--- src/rtl/wb_fifo_slave_if.sv ---
// Wishbone pipelined bus bundle shared by the FIFO mailbox slave and its master.
interface wb_fifo_slave_if #(
  parameter int WB_BUS_WIDTH  = 32,
  parameter int WB_ADDR_WIDTH = 32
);
  logic [WB_BUS_WIDTH-1:0]   wb_data_i;
  logic [WB_ADDR_WIDTH-1:0]  wb_addr_i;
  logic                      wb_cyc_i;
  logic                      wb_lock_i;
  logic [WB_BUS_WIDTH/8-1:0] wb_sel_i;
  logic                      wb_stb_i;
  logic                      wb_we_i;
  logic [WB_BUS_WIDTH-1:0]   wb_data_o;
  logic                      wb_ack_o;
  logic                      wb_stall_o;
  logic                      wb_err_o;
  logic                      wb_rty_o;

  modport slave (
    input  wb_data_i, wb_addr_i, wb_cyc_i, wb_lock_i, wb_sel_i, wb_stb_i, wb_we_i,
    output wb_data_o, wb_ack_o, wb_stall_o, wb_err_o, wb_rty_o
  );

  modport master (
    output wb_data_i, wb_addr_i, wb_cyc_i, wb_lock_i, wb_sel_i, wb_stb_i, wb_we_i,
    input  wb_data_o, wb_ack_o, wb_stall_o, wb_err_o, wb_rty_o
  );
endinterface

--- src/rtl/wb_fifo_slave.sv ---
// Wishbone FIFO mailbox slave: DATA push/pop, STATUS, CONTROL registers.
// Define WB_FIFO_RTY_EN to answer full pushes / empty pops with retry instead of sticky errors.
module wb_fifo_slave #(
  parameter int                       WB_BUS_WIDTH    = 32,
  parameter int                       WB_ADDR_WIDTH   = 32,
  parameter logic [WB_ADDR_WIDTH-1:0] WB_BUS_ADDR     = 32'h0000_3000,
  parameter int                       FIFO_DEPTH_LOG2 = 2
) (
  input logic             wb_clk_i,
  input logic             wb_reset_i,
  wb_fifo_slave_if.slave  bus
);
  localparam int DEPTH = 1 << FIFO_DEPTH_LOG2;
  localparam logic [WB_BUS_WIDTH/8-1:0] SEL_ALL = '1;
  localparam logic [FIFO_DEPTH_LOG2:0] FULL_COUNT = {1'b1, {FIFO_DEPTH_LOG2{1'b0}}};

  logic [WB_BUS_WIDTH-1:0]    mem [DEPTH];
  logic [FIFO_DEPTH_LOG2-1:0] rd_ptr, wr_ptr;
  logic [FIFO_DEPTH_LOG2:0]   count;
  logic                       overflow, underflow;

  logic                    ack_q, err_q, rty_q;
  logic [WB_BUS_WIDTH-1:0] data_q;

  logic                    select, empty, full;
  logic [1:0]              offset;
  logic [WB_BUS_WIDTH-1:0] status;
  logic                    do_push, do_pop, do_flush, do_clear, set_ovf, set_udf;
  logic                    resp_ack, resp_err, resp_rty;
  logic [WB_BUS_WIDTH-1:0] resp_data;

  wire unused_bits = &{1'b0, bus.wb_lock_i, bus.wb_addr_i[1:0]};

  assign select = bus.wb_cyc_i & bus.wb_stb_i &
                  (bus.wb_addr_i[WB_ADDR_WIDTH-1:4] == WB_BUS_ADDR[WB_ADDR_WIDTH-1:4]);
  assign offset = bus.wb_addr_i[3:2];
  assign empty  = (count == '0);
  assign full   = (count == FULL_COUNT);

  always_comb begin
    status                    = '0;
    status[FIFO_DEPTH_LOG2:0] = count;
    status[16]                = empty;
    status[17]                = full;
    status[18]                = overflow;
    status[19]                = underflow;
  end

  // Decode the accepted request into side effects and the response to register.
  always_comb begin
    do_push   = 1'b0;
    do_pop    = 1'b0;
    do_flush  = 1'b0;
    do_clear  = 1'b0;
    set_ovf   = 1'b0;
    set_udf   = 1'b0;
    resp_ack  = 1'b0;
    resp_err  = 1'b0;
    resp_rty  = 1'b0;
    resp_data = '0;
    if (select) begin
      if (offset == 2'd3 || bus.wb_sel_i != SEL_ALL || (bus.wb_we_i && offset == 2'd1)) begin
        resp_err = 1'b1;
      end else begin
        case (offset)
          2'd0: begin
            if (bus.wb_we_i) begin
              if (full) begin
`ifdef WB_FIFO_RTY_EN
                resp_rty = 1'b1;
`else
                resp_ack = 1'b1;
                set_ovf  = 1'b1;
`endif
              end else begin
                resp_ack = 1'b1;
                do_push  = 1'b1;
              end
            end else begin
              if (empty) begin
`ifdef WB_FIFO_RTY_EN
                resp_rty = 1'b1;
`else
                resp_ack = 1'b1;
                set_udf  = 1'b1;
`endif
              end else begin
                resp_ack  = 1'b1;
                do_pop    = 1'b1;
                resp_data = mem[rd_ptr];
              end
            end
          end
          2'd1: begin
            resp_ack  = 1'b1;
            resp_data = status;
          end
          2'd2: begin
            resp_ack = 1'b1;
            if (bus.wb_we_i) begin
              do_flush = bus.wb_data_i[0];
              do_clear = bus.wb_data_i[1];
            end
          end
          default: ;
        endcase
      end
    end
  end

  always_ff @(posedge wb_clk_i or posedge wb_reset_i) begin
    if (wb_reset_i) begin
      ack_q     <= 1'b0;
      err_q     <= 1'b0;
      rty_q     <= 1'b0;
      data_q    <= '0;
      rd_ptr    <= '0;
      wr_ptr    <= '0;
      count     <= '0;
      overflow  <= 1'b0;
      underflow <= 1'b0;
    end else begin
      ack_q  <= resp_ack;
      err_q  <= resp_err;
      rty_q  <= resp_rty;
      data_q <= resp_data;
      if (do_flush) begin
        rd_ptr <= '0;
        wr_ptr <= '0;
        count  <= '0;
      end else if (do_push) begin
        wr_ptr <= wr_ptr + 1'b1;
        count  <= count + 1'b1;
      end else if (do_pop) begin
        rd_ptr <= rd_ptr + 1'b1;
        count  <= count - 1'b1;
      end
      if (do_clear) begin
        overflow  <= 1'b0;
        underflow <= 1'b0;
      end else begin
        if (set_ovf) overflow  <= 1'b1;
        if (set_udf) underflow <= 1'b1;
      end
    end
  end

  // Storage has no reset; only the pointers and count define what is valid.
  always_ff @(posedge wb_clk_i) begin
    if (do_push) mem[wr_ptr] <= bus.wb_data_i;
  end

  // Responses are gated so the OR-combined slave bus sees zeros when we are silent.
  assign bus.wb_ack_o   = ack_q & bus.wb_cyc_i;
  assign bus.wb_err_o   = err_q & bus.wb_cyc_i;
  assign bus.wb_rty_o   = rty_q & bus.wb_cyc_i;
  assign bus.wb_stall_o = 1'b0;
  assign bus.wb_data_o  = bus.wb_ack_o ? data_q : '0;
endmodule

--- src/flat_wrapper.sv ---
// flat-port wrapper written by rule: the top's interface ports become plain ports
module wb_fifo_slave_flat 
#(
  parameter int                       WB_BUS_WIDTH    = 32,
  parameter int                       WB_ADDR_WIDTH   = 32,
  parameter logic [WB_ADDR_WIDTH-1:0] WB_BUS_ADDR     = 32'h0000_3000,
  parameter int                       FIFO_DEPTH_LOG2 = 2
)
  (wb_clk_i, wb_reset_i, bus_wb_data_i, bus_wb_addr_i, bus_wb_cyc_i, bus_wb_lock_i, bus_wb_sel_i, bus_wb_stb_i, bus_wb_we_i, bus_wb_data_o, bus_wb_ack_o, bus_wb_stall_o, bus_wb_err_o, bus_wb_rty_o);
  wb_fifo_slave_if #(.WB_BUS_WIDTH(WB_BUS_WIDTH), .WB_ADDR_WIDTH(WB_ADDR_WIDTH)) bus_i ();
  input logic wb_clk_i;
  input logic wb_reset_i;
  input wire logic [$bits(bus_i.wb_data_i)-1:0] bus_wb_data_i;
  input wire logic [$bits(bus_i.wb_addr_i)-1:0] bus_wb_addr_i;
  input wire logic [$bits(bus_i.wb_cyc_i)-1:0] bus_wb_cyc_i;
  input wire logic [$bits(bus_i.wb_lock_i)-1:0] bus_wb_lock_i;
  input wire logic [$bits(bus_i.wb_sel_i)-1:0] bus_wb_sel_i;
  input wire logic [$bits(bus_i.wb_stb_i)-1:0] bus_wb_stb_i;
  input wire logic [$bits(bus_i.wb_we_i)-1:0] bus_wb_we_i;
  output wire logic [$bits(bus_i.wb_data_o)-1:0] bus_wb_data_o;
  output wire logic [$bits(bus_i.wb_ack_o)-1:0] bus_wb_ack_o;
  output wire logic [$bits(bus_i.wb_stall_o)-1:0] bus_wb_stall_o;
  output wire logic [$bits(bus_i.wb_err_o)-1:0] bus_wb_err_o;
  output wire logic [$bits(bus_i.wb_rty_o)-1:0] bus_wb_rty_o;
  assign bus_i.wb_data_i = bus_wb_data_i;
  assign bus_i.wb_addr_i = bus_wb_addr_i;
  assign bus_i.wb_cyc_i = bus_wb_cyc_i;
  assign bus_i.wb_lock_i = bus_wb_lock_i;
  assign bus_i.wb_sel_i = bus_wb_sel_i;
  assign bus_i.wb_stb_i = bus_wb_stb_i;
  assign bus_i.wb_we_i = bus_wb_we_i;
  assign bus_wb_data_o = bus_i.wb_data_o;
  assign bus_wb_ack_o = bus_i.wb_ack_o;
  assign bus_wb_stall_o = bus_i.wb_stall_o;
  assign bus_wb_err_o = bus_i.wb_err_o;
  assign bus_wb_rty_o = bus_i.wb_rty_o;
  wb_fifo_slave #(.WB_BUS_WIDTH(WB_BUS_WIDTH), .WB_ADDR_WIDTH(WB_ADDR_WIDTH), .WB_BUS_ADDR(WB_BUS_ADDR), .FIFO_DEPTH_LOG2(FIFO_DEPTH_LOG2)) u_core (.wb_clk_i(wb_clk_i), .wb_reset_i(wb_reset_i), .bus(bus_i));
endmodule
--- config.mk ---
export PLATFORM = sky130hd
export DESIGN_NAME = wb_fifo_slave_flat
export DESIGN_NICKNAME = d
export VERILOG_FILES = /design/src/rtl/wb_fifo_slave_if.sv /design/src/rtl/wb_fifo_slave.sv /design/src/flat_wrapper.sv
export SDC_FILE = /design/constraint.sdc
export NUM_CORES = 1
export LEC_CHECK = 0
export CAP_MARGIN = 15
export CORE_MARGIN = 2
export CORE_UTILIZATION = 40
export DETAILED_ROUTE_END_ITERATION = 6
export PLACE_DENSITY = 0.67
export SYNTH_ARGS = -nofsm -noshare
export SYNTH_HDL_FRONTEND = slang
export SYNTH_SLANG_ARGS = --single-unit
export TNS_END_PERCENT = 20
--- constraint.sdc ---
create_clock -name wb_clk_i -period 2.6 [get_ports wb_clk_i]
set_input_delay 0.52 -clock wb_clk_i [delete_from_list [all_inputs] [get_ports wb_clk_i]]
set_output_delay 0.52 -clock wb_clk_i [all_outputs]
set_load 0.02 [all_outputs]
==> summary.md, run 1 <==
| Metric | Value |
|---|---|
| Main synth FF type | `edfxtp_1` |
| Slowest stage delay, CP | `~0.60 ns` |
| DR vias/cell | `5.11` |
| Cell variety after synth | `50` |
| Post-CTS Hold Buffers | `0` |
| Vias in the first global route | `slightly above 4k` |
| Placed instance count | `705` |
| Final setup violation count | `0` |
| Synthesis-to-layout area growth | `33.6%` |
| Async S/R FF share, synth | `between 20% and 30%` |
| Final Cycle Share | `between 90% and 100%` |
| Hold Vio Cnt, Final | `0` |
| Num rows | `47` |
| Leakage power | `~0.0036 µW` |
| Wirelength per Cell | `~19 µm` |
| Synth area leader | `edfxtp_1` |
| Initial antenna violation count | `0` |
| N_diodes | `0` |
| RSZ-0062 raised after global routing | `false` |
| Crit-path max FO | `14` |
| First-pass GRT wire length | `21600 µm` |
| EDFF count, synth | `~130` |
| Synth area leaders | `edfxtp_1 (57%), dfrtp_1 (16%), mux4_2 (11%), and3_1 (3.4%), nor2b_1 (2.3%)` |
| Die X-Extent | `134 µm` |
| R2R Setup Slk | `0.52 ns` |
| Clock slew at the register clock pins of the worst setup and hold paths | `~0.06 ns` |
| Root Buffer | `clkbuf_16` |
| Commonest non-fill, non-tap cells in the layout | `edfxtp_1 (128), clkdlybuf4s50_1 (85), dfrtp_1 (41), and3_1 (33), mux4_2 (32)` |
| Clock Skews | `a little over 0.008 ns` |
| Worst path slowest cell | `clkdlybuf4s50_1` |
| Most frequent CP cell | `clkdlybuf4s50_1` |
| Crit path kind | `input pin to primary output` |
| Synthesized area | `6770 µm²` |
| Final RePlAce weighted congestion | `slightly above 0.8` |
| Critical Path AT | `between 2 and 2.5 ns` |
| Largest net degree at the start of global routing | `44` |
| CP Capture Type | `primary output` |
| Share of the synthesized area in the top cell type | `roughly 57%` |
| Longest Clk Path Bufs | `2` |
| R2R cell count | `6` |
| Remaining antenna violation count after routing | `0` |
| H-tree levels | `4` |
| Slew @ Worst Pin | `about 0.73 ns` |
| Crit path time final | `2.55 ns` |
| Cell family with most CP delay | `buffers and inverters` |
| Post-CTS setup buffer count | `0` |
| Die ar. | `roughly 18000 µm²` |
| Layout cell share with drive strength beyond 1 | `22.2%` |
| I/O pin cnt | `110` |
| Post-route cell area | `a little over 9000 µm²` |
| FF-to-FF End | `u_core.count[2]$_DFFE_PP0P_` |
| Syn. warnings | `0` |
| Final Slew Violations | `0` |
| Seq/Total Area, Yosys | `72.6%` |
| Vias | `roughly 3.8k` |
| Rel. slew slack | `51.6%` |
| Final Power | `~5900 µW` |
| Status | `finished clean` |
| Die Ht | `around 130 µm` |
| Pwr per Cell Area | `649 nW/µm²` |
| Most common cell after layout, fill and taps aside | `edfxtp_1` |
| Final WL | `13700 µm` |
| Worst Path Buf+Inv | `3` |
| #FFs+latches synth | `171` |
| Hold Path Class | `input pin to async pin` |
| Fin cells | `approximately 740` |
| Max Cap Violations | `0` |
| Worst vdd ir | `about 0.00044 V` |
| Starting Density | `40.8%` |
| Placed inst area | `8350 µm²` |
| Setup TNS Final | `0 ns` |
| Worst EP required | `2.08 ns` |
| First drt pass iteration count | `4` |
| Gr ovfl total | `0` |
| Latest clock arrival within the worst-skew pair | `about 0.42 ns` |
| Port Buffer Count | `between 100 and 150` |
| CTS Buf Count | `17` |
| CTS tree | `yes` |
| Worst r2r src | `u_core.count[2]$_DFFE_PP0P_` |
| Syn avg cell area | `roughly 18 µm²` |
| DRT iter0 DRCs | `around 230` |
| Total global-route track usage | `16.2%` |
| Final nets | `~580` |
| Number of remaining DRC errors | `0` |
| Critical-path cell list | `clkdlybuf4s50_1 -> buf_4 -> and3_1 -> clkdlybuf4s50_1` |
| Cells after Synth | `around 370` |
| Hpwl dp | `8760 µm` |
| Worst Setup Start Kind | `input pin` |
| Clock Sinks | `approximately 170` |
| Max Clk Rate | `a little under 0.4 GHz` |
| Core Footprint | `about 17000 µm²` |
-- per-stage QoR --
stage	setup WS, ns	hold slack, ns	util [%]
after global placement	-0.0700	0.521	50.3
after floorplan	0.0253	0.493	-
after global routing	0.0000890	0.470	54.5
after detailed placement	-0.0924	0.522	50.3
final	0.0488	0.457	54.5
after CTS	0.00351	0.453	54.3
-- logic make-up (layout without fill, tap and decap cells) --
family / Yosys count / after routing / synth area share (%)
AOI/OAI and AO/OA: 28 / 28 / 2.66
adders and majority gates: 5 / 5 / 1.03
buffers and inverters: 26 / 170 / 1.77
DFF: 171 / 171 / 72.6
muxes: 34 / 34 / 11.0
other: 1 / 2 / 0.0554
and+or+nand+nor: 107 / 107 / 10.8
-- worst register-to-register path: cells and delay by family (launching register included) --
family                     cells  cell delay [ns]
adders and majority gates      1             0.38
buffers and inverters          1             0.05
DFF                            1             0.46
and+or+nand+nor                3             0.76
AOI/OAI and AO/OA              1             0.32
-- worst max-delay path by stage --
stage	startpoint	to	slack, ns	depth (start not counted)
3_3_place_gp	bus_wb_cyc_i	bus_wb_data_o[23]	-0.07	4
6_report	bus_wb_cyc_i	bus_wb_data_o[13]	0.05	4
5_1_grt	bus_wb_cyc_i	bus_wb_data_o[29]	0.00009	4
4_1_cts	bus_wb_cyc_i	bus_wb_data_o[22]	0.004	4
2_1_floorplan	bus_wb_addr_i[16]	u_core.mem[0][0]$_DFFE_PP_	0.03	5
3_5_place_dp	bus_wb_addr_i[12]	u_core.count[2]$_DFFE_PP0P_	-0.09	8
-- layer usage --
metal	wire, µm	track usage [%]	up-vias
li1	-	-	1717
met1	5680	20.0	1900
met2	6920	27.5	137
met3	919	5.18	13
met4	166	4.50	0
met5	0	0	-
-- cell usage after synthesis, types with 2 or more instances --
cell / n
ha_1: 4
buf_2: 8
buf_1: 2
nor3_1: 2
o31ai_1: 2
nand2_1: 3
nor2_4: 2
inv_1: 3
nor3_2: 2
nor2b_1: 25
dfrtp_1: 43
buf_4: 2
a21oi_1: 2
a31oi_1: 2
o21ai_0: 9
and3_1: 37
nor4_1: 4
o21ai_1: 2
a22oi_1: 7
edfxtp_1: 128
clkbuf_1: 9
mux4_2: 32
nor2_1: 13
and2_1: 3
-- report_power, final --
part	switching (µW)	leakage [µW]	internal [µW]
registers	0.139	0.00175	2940
clock network	989	0.000312	1760
logic	76.8	0.00152	111
total	1070	0.00358	4810
-- sequential cells by signal, summed over array words and instances, names as in the netlist --
name	flops
u_core.mem	128
u_core.data_q	32
u_core.count	3
u_core.rd_ptr	2
u_core.wr_ptr	2
u_core.ack_q	1
u_core.err_q	1
u_core.overflow	1
u_core.underflow	1
-- repair_timing --
item | CTS | global route
resized for setup | 2 | 18
pin swaps | 0 | 0
gates cloned | 0 | 0
endpoints found under the setup margin | 19 | 18
-- cell type report --
type / count / area [µm²]
timing repair buffer: 133 / 1430
multi-input combinational: 176 / 1740
clock buffer: 21 / 460
inverter: 5 / 23.8
tap: 220 / 275
clock inverter: 11 / 191
sequential: 171 / 4920
fill: 1291 / 7540
Note: power is estimated with default switching activity, not from simulation.
==> run 2: changes to the inputs <==
==> constraint.sdc (replaced) <==
create_clock -name wb_clk_i -period 2.8 [get_ports wb_clk_i]
set_input_delay 0.56 -clock wb_clk_i [delete_from_list [all_inputs] [get_ports wb_clk_i]]
set_output_delay 0.56 -clock wb_clk_i [all_outputs]
set_load 0.02 [all_outputs]
==> run 2 against run 1 <==
  * Sequential power is 7.1% lower
  * Combinational power is 9% lower
  * First-iteration DRC count is 18% higher
  * Critical endpoint is now bus_wb_data_o[21]
  * Clock power is 17% lower
  * Final area is 2.5% lower
  * Global-route usage is 0.23 points lower
  * Critical path depth stayed put
  * Clock skew is 0.0022 ns lower
  * Register-to-register slack better by 0.08 ns
  * Cell count is 0.68% lower
==> summary.md, run 2 (synthesized netlist as in run 1, its figures left out) <==
| Metric | Value |
|---|---|
| Final WL | `13600 µm` |
| Pwr per Cell Area | `slightly below 600 nW/µm²` |
| Crit path kind | `input pin to primary output` |
| Max Cap Violations | `0` |
| FF-to-FF End | `u_core.count[1]$_DFFE_PP0P_` |
| Max Clk Rate | `around 0.37 GHz` |
| DR vias/cell | `between 5 and 6` |
| Largest Register | `u_core.mem` |
| Seq pwr share | `about 53%` |
| Most common cell after layout, fill and taps aside | `edfxtp_1` |
| Final Slew Violations | `0` |
| H-tree levels | `4` |
| Synthesis-to-layout area growth | `30.2%` |
| Latest clock arrival within the worst-skew pair | `between 0.4 and 0.5 ns` |
| N_diodes | `0` |
| Final Cycle Share | `97.4%` |
| First-pass GRT wire length | `21000 µm` |
| CTS Buf Count | `17` |
| Hpwl dp | `slightly below 9000 µm` |
| Clk pwr share | `between 40 and 50%` |
| Commonest non-fill, non-tap cells in the layout | `edfxtp_1 (128), clkdlybuf4s50_1 (103), dfrtp_1 (41), and3_1 (33), mux4_2 (32)` |
| Die X-Extent | `134 µm` |
| Total global-route track usage | `roughly 16%` |
| Worst EP required | `2.24 ns` |
| Number of flip-flops in the largest register | `between 100 and 150` |
| Fill cell count | `about 1.3k` |
| Number of remaining DRC errors | `0` |
| Fin cells | `~730` |
| Longest Clk Path Bufs | `2` |
| Clock slew at the register clock pins of the worst setup and hold paths | `approximately 0.060 ns` |
| Die Ht | `around 130 µm` |
| Largest net degree at the start of global routing | `33` |
| Final nets | `around 580` |
| Vias in the first global route | `about 3.9k` |
| Die ar. | `18000 µm²` |
| Worst vdd ir | `roughly 0.00039 V` |
| Combinational Power Share | `under 10%` |
| RSZ-0062 raised after global routing | `false` |
| Placed instance count | `700` |
| Num rows | `47` |
| Multi-input logic area | `1740 µm²` |
| Port Buffer Count | `104` |
| CP Capture Type | `primary output` |
| Wirelength per Cell | `~19 µm` |
| CTS tree | `yes` |
| Grt peak-use layer | `met2` |
| M1 GR Usage | `a little under a fifth` |
| Worst r2r src | `u_core.count[2]$_DFFE_PP0P_` |
| First drt pass iteration count | `4` |
| Post-CTS Hold Buffers | `0` |
| Core Footprint | `~17000 µm²` |
| Final Power | `5170 µW` |
| Reg area | `~5000 µm²` |
| Leakage power | `0.00319 µW` |
| Clock Sinks | `approximately 170` |
| Starting Density | `about two fifths` |
| R2R Setup Slk | `around 0.6 ns` |
| Clock Skews | `around 0.006 ns` |
| Remaining antenna violation count after routing | `0` |
| Worst Setup Start Kind | `input pin` |
| Hold Path Class | `input pin to async pin` |
| Final setup violation count | `0` |
| Gr ovfl total | `0` |
| Psw | `between 900 and 1000 µW` |
| Status | `finished clean` |
| Layout cell share with drive strength beyond 1 | `between 20% and 30%` |
| Crit path time final | `roughly 2.7 ns` |
| Initial antenna violation count | `0` |
| M2 GR Usage | `about 27%` |
| Critical Path AT | `between 2 and 2.5 ns` |
| Rel. slew slack | `~51%` |
| Root Buffer | `clkbuf_16` |
| Vias | `3773` |
| Final RePlAce weighted congestion | `0.841` |
| Crit-path max FO | `20` |
| Internal Dissipation | `~4200 µW` |
| Hold_ws | `around 0.40 ns` |
| I/O pin cnt | `110` |
| Hold Vio Cnt, Final | `0` |
| DRT iter0 DRCs | `~270` |
| R2R cell count | `7` |
| Sw Ratio | `18.3%` |
| Slew @ Worst Pin | `around 0.74 ns` |
| Largest regs | `u_core.mem x128, u_core.data_q x32, u_core.count x3` |
| Met3 GRT Util | `under 10%` |
## run 2: critical path, cell delays in order
cell	delay, ns
clkdlybuf4s50_1	0.51
buf_4	0.24
and3_1	0.23
clkdlybuf4s50_1	0.62
## run 2: metrics by stage
stage / area (µm²) / worst slack (ns) / util, % / TNS, ns
finish: 8820 / 0.0738 / 53.2 / 0
detailed placement: 8250 / -0.0788 / 49.7 / -0.122
CTS: 8820 / 0.0470 / 53.2 / 0
global route: 8820 / 0.00445 / 53.2 / 0
floorplan: 6780 / 0.185 / - / 0
global placement: 8250 / 0.0281 / 49.7 / 0
## run 2: cell type report
cell class,instances,area share (%)
clock buffers,23,5.08
clock inverters,9,1.39
inverters,5,0.270
multi-input cells,176,19.7
flip-flops and latches,171,55.8
well taps,220,3.12
repair buffers,128,14.6
## run 2: how the worst max path moves through the flow
stage | start | to | slack [ns] | cells past startpoint
finish | bus_wb_cyc_i | bus_wb_data_o[21] | 0.07 | 4
global route | bus_wb_cyc_i | bus_wb_data_o[21] | 0.004 | 4
detailed placement | bus_wb_addr_i[19] | u_core.count[1]$_DFFE_PP0P_ | -0.08 | 9
floorplan | bus_wb_addr_i[16] | u_core.mem[0][0]$_DFFE_PP_ | 0.19 | 5
CTS | bus_wb_cyc_i | bus_wb_data_o[21] | 0.05 | 4
global placement | bus_wb_addr_i[12] | u_core.count[2]$_DFFE_PP0P_ | 0.03 | 8
## run 2: timing repair
item	in CTS	in global routing
buffers inserted	0	0
resized for setup	0	1
endpoints found under the setup margin	0	1
## run 2: routing by layer
metal | wire length (µm) | up-vias | part of all wire (%)
li1 | - | 1705 | -
met1 | 5380 | 1907 | 40
met2 | 6930 | 132 | 51
met3 | 869 | 29 | 6.4
met4 | 404 | 0 | 3.0
met5 | 0 | - | 0
## run 2: power groups by stage
stage / combinational (µW) / clock [µW] / sequential (µW)
floorplan: 34.2 / 0 / 2780
global route: 187 / 2430 / 2730
CTS: 174 / 2330 / 2730
detailed placement: 173 / 0 / 2780
finish: 172 / 2270 / 2730
global placement: 167 / 0 / 2780
==> run 3: changes to the inputs <==
--- a/config.mk
+++ b/config.mk
@@ -10,6 +10,7 @@
 export CORE_UTILIZATION = 40
 export DETAILED_ROUTE_END_ITERATION = 6
 export PLACE_DENSITY = 0.67
+export SETUP_SLACK_MARGIN = 0.5
 export SYNTH_ARGS = -nofsm -noshare
 export SYNTH_HDL_FRONTEND = slang
 export SYNTH_SLANG_ARGS = --single-unit
==> run 3 against run 2 <==
  * Cell count rose by 0.68%
  * Sequential share of layout area fell by 0.99 points
  * Via count rose by 2.6%
  * Routed wire length rose by 5.4%
  * Combinational power rose by 6%
  * Critical endpoint is now u_core.count[2]$_DFFE_PP0P_
==> summary.md, run 3 (synthesized netlist as in run 1, its figures left out) <==
| Metric | Value |
|---|---|
| Status | `finished clean` |
| Pwr per Cell Area | `between 500 and 600 nW/µm²` |
| RSZ-0062 raised after global routing | `true` |
| R2R Setup Slk | `0.67 ns` |
| Number of flip-flops in the largest register | `128` |
| Port Buffer Count | `between 100 and 150` |
| Setup TNS Final | `0 ns` |
| Final WL | `roughly 14000 µm` |
| Worst Setup Start Kind | `input pin` |
| Post-CTS Hold Buffers | `0` |
| DRT iter0 DRCs | `241` |
| Hold Path Class | `input pin to async pin` |
| Final RePlAce weighted congestion | `0.823` |
| Largest net degree at the start of global routing | `31` |
| Clock Skews | `about 0.0081 ns` |
| Final Cycle Share | `83.5%` |
| Hpwl dp | `just over 9000 µm` |
| Most common cell after layout, fill and taps aside | `edfxtp_1` |
| Die ar. | `between 15000 and 20000 µm²` |
| CTS Buf Count | `17` |
| First drt pass iteration count | `4` |
| Final Slew Violations | `0` |
| Worst vdd ir | `approximately 0.00050 V` |
| Final nets | `583` |
| Fill cell count | `between 1k and 1.5k` |
| Die Ht | `134 µm` |
| Commonest non-fill, non-tap cells in the layout | `edfxtp_1 (128), clkdlybuf4s50_1 (69), dfrtp_1 (41), and3_1 (33), mux4_2 (32)` |
| Max Clk Rate | `0.428 GHz` |
| Latest clock arrival within the worst-skew pair | `about 0.42 ns` |
| R2R cell count | `6` |
| CTS tree | `yes` |
| Worst path slowest cell | `clkdlybuf4s50_1` |
| Crit. Startpoint | `bus_wb_addr_i[12]` |
| Core Footprint | `16600 µm²` |
| Worst EP required | `between 3 and 4 ns` |
| Largest regs | `u_core.mem x128, u_core.data_q x32, u_core.count x3` |
| Critical Path AT | `roughly 2.6 ns` |
| Layout cell share with drive strength beyond 1 | `between 20% and 30%` |
| N_diodes | `0` |
| Hold Vio Cnt, Final | `0` |
| Clock Sinks | `~170` |
| Vias | `3870` |
| Remaining antenna violation count after routing | `0` |
| Gr ovfl total | `0` |
| Crit path time final | `around 2.3 ns` |
| Post-layout util | `around 54%` |
| Multi-input logic area | `roughly 1800 µm²` |
| FF-to-FF End | `u_core.count[2]$_DFFE_PP0P_` |
| Slew @ Worst Pin | `around 0.70 ns` |
| Number of remaining DRC errors | `0` |
| Cell family with most CP delay | `simple AND/OR/NAND/NOR gates` |
| Final setup violation count | `0` |
| Max Cap Violations | `0` |
| DR vias/cell | `5.25` |
| Slowest stage delay, CP | `between 0.4 and 0.5 ns` |
| Clock slew at the register clock pins of the worst setup and hold paths | `approximately 0.060 ns` |
| Largest Register | `u_core.mem` |
| Root Buffer | `clkbuf_16` |
| Die X-Extent | `about 130 µm` |
| Initial antenna violation count | `0` |
| Crit-path max FO | `5` |
| I/O pin cnt | `between 100 and 150` |
| Longest Clk Path Bufs | `2` |
| Worst Path Buf+Inv | `2` |
| Synthesis-to-layout area growth | `32.6%` |
| Wirelength per Cell | `between 15 and 20 µm` |
| Worst r2r src | `u_core.count[2]$_DFFE_PP0P_` |
| First-pass GRT wire length | `~22000 µm` |
| Total global-route track usage | `approximately 16%` |
| Leakage power | `about 0.0033 µW` |
| Num rows | `47` |
| Reg area | `a little under 5000 µm²` |
| Crit path kind | `input pin to register` |
| Rel. slew slack | `a little over half` |
| CP Capture Type | `register` |
| Critical-path cell list | `clkdlybuf4s50_1 -> nor4bb_4 -> and4_4 -> nand3_4 -> nor2_4 -> inv_2 -> fa_1 -> a221o_1` |
| H-tree levels | `4` |
| Vias in the first global route | `3968` |
| Starting Density | `40.8%` |
==> run 3: changes by cell type in the layout (fill, tap and decap cells not counted), sizes merged <==
cell,delta
clkinvlp,+2
clkbuf,-5
clkinv,+1
dlygate4sd2,+3
bufinv,+1
clkdlybuf4s50,-34
clkdlybuf4s15,+32
inv,+1
dlymetal6s2s,-1
buf,+5
==> run 3: per-stage QoR <==
| stage | std cells | area [µm²] | hold WS [ns] | worst slack [ns] | power [µW] |
|---|---|---|---|---|---|
| global placement | 703 | 8260 | 0.523 | 0.0561 | 2950 |
| floorplan | 373 | 6780 | 0.493 | 0.185 | 2820 |
| CTS | 736 | 8920 | 0.565 | 0.462 | 5400 |
| global route | 737 | 8980 | 0.601 | 0.425 | 5520 |
| detailed placement | 703 | 8260 | 0.559 | 0.0201 | 2950 |
| finish | 737 | 8980 | 0.552 | 0.461 | 5360 |
==> run 3: cell type report <==
type	instances	share of cell area (%)
multi-input cells	176	19.9
clock inverters	14	2.17
well taps	220	3.07
inverters	5	0.265
repair buffers	133	15.0
clock buffers	18	4.78
flip-flops and latches	171	54.8
==> run 3: timing repair <==
action / CTS / global route
setup buffers: 0 / 1
resized for setup: 95 / 9
cloned: 1 / 0
pin swaps: 0 / 3
endpoints found under the hold margin: 0 / 0
setup endpoints to repair: 36 / 76
==> run 3: worst reg2reg max path, stage by stage, from the launching register on <==
cell,delay (ns)
dfrtp_1,0.47
nor3b_2,0.23
or3_4,0.41
nor2_4,0.14
inv_2,0.05
fa_1,0.38
a221o_1,0.33
==> run 3: routing by layer <==
metal,share of wire [%],track usage (%)
met5,0,0
met4,1.9,7.13
met2,50,27.2
met3,6.2,4.20
met1,42,20.3
==> run 3: where the power goes <==
group	internal, µW	total, µW	switching [µW]
registers	2730	2730	0.186
clock network	1500	2450	953
logic	104	183	78.3
==> run 3: worst max-delay path by stage <==
stage	slack (ns)	cells past startpoint	endpoint
after floorplan	0.19	5	u_core.mem[1][0]$_DFFE_PP_
after global placement	0.06	8	u_core.count[2]$_DFFE_PP0P_
after detailed placement	0.02	8	u_core.count[2]$_DFFE_PP0P_
after CTS	0.46	8	u_core.count[2]$_DFFE_PP0P_
after global routing	0.42	8	u_core.count[2]$_DFFE_PP0P_
final	0.46	8	u_core.count[2]$_DFFE_PP0P_
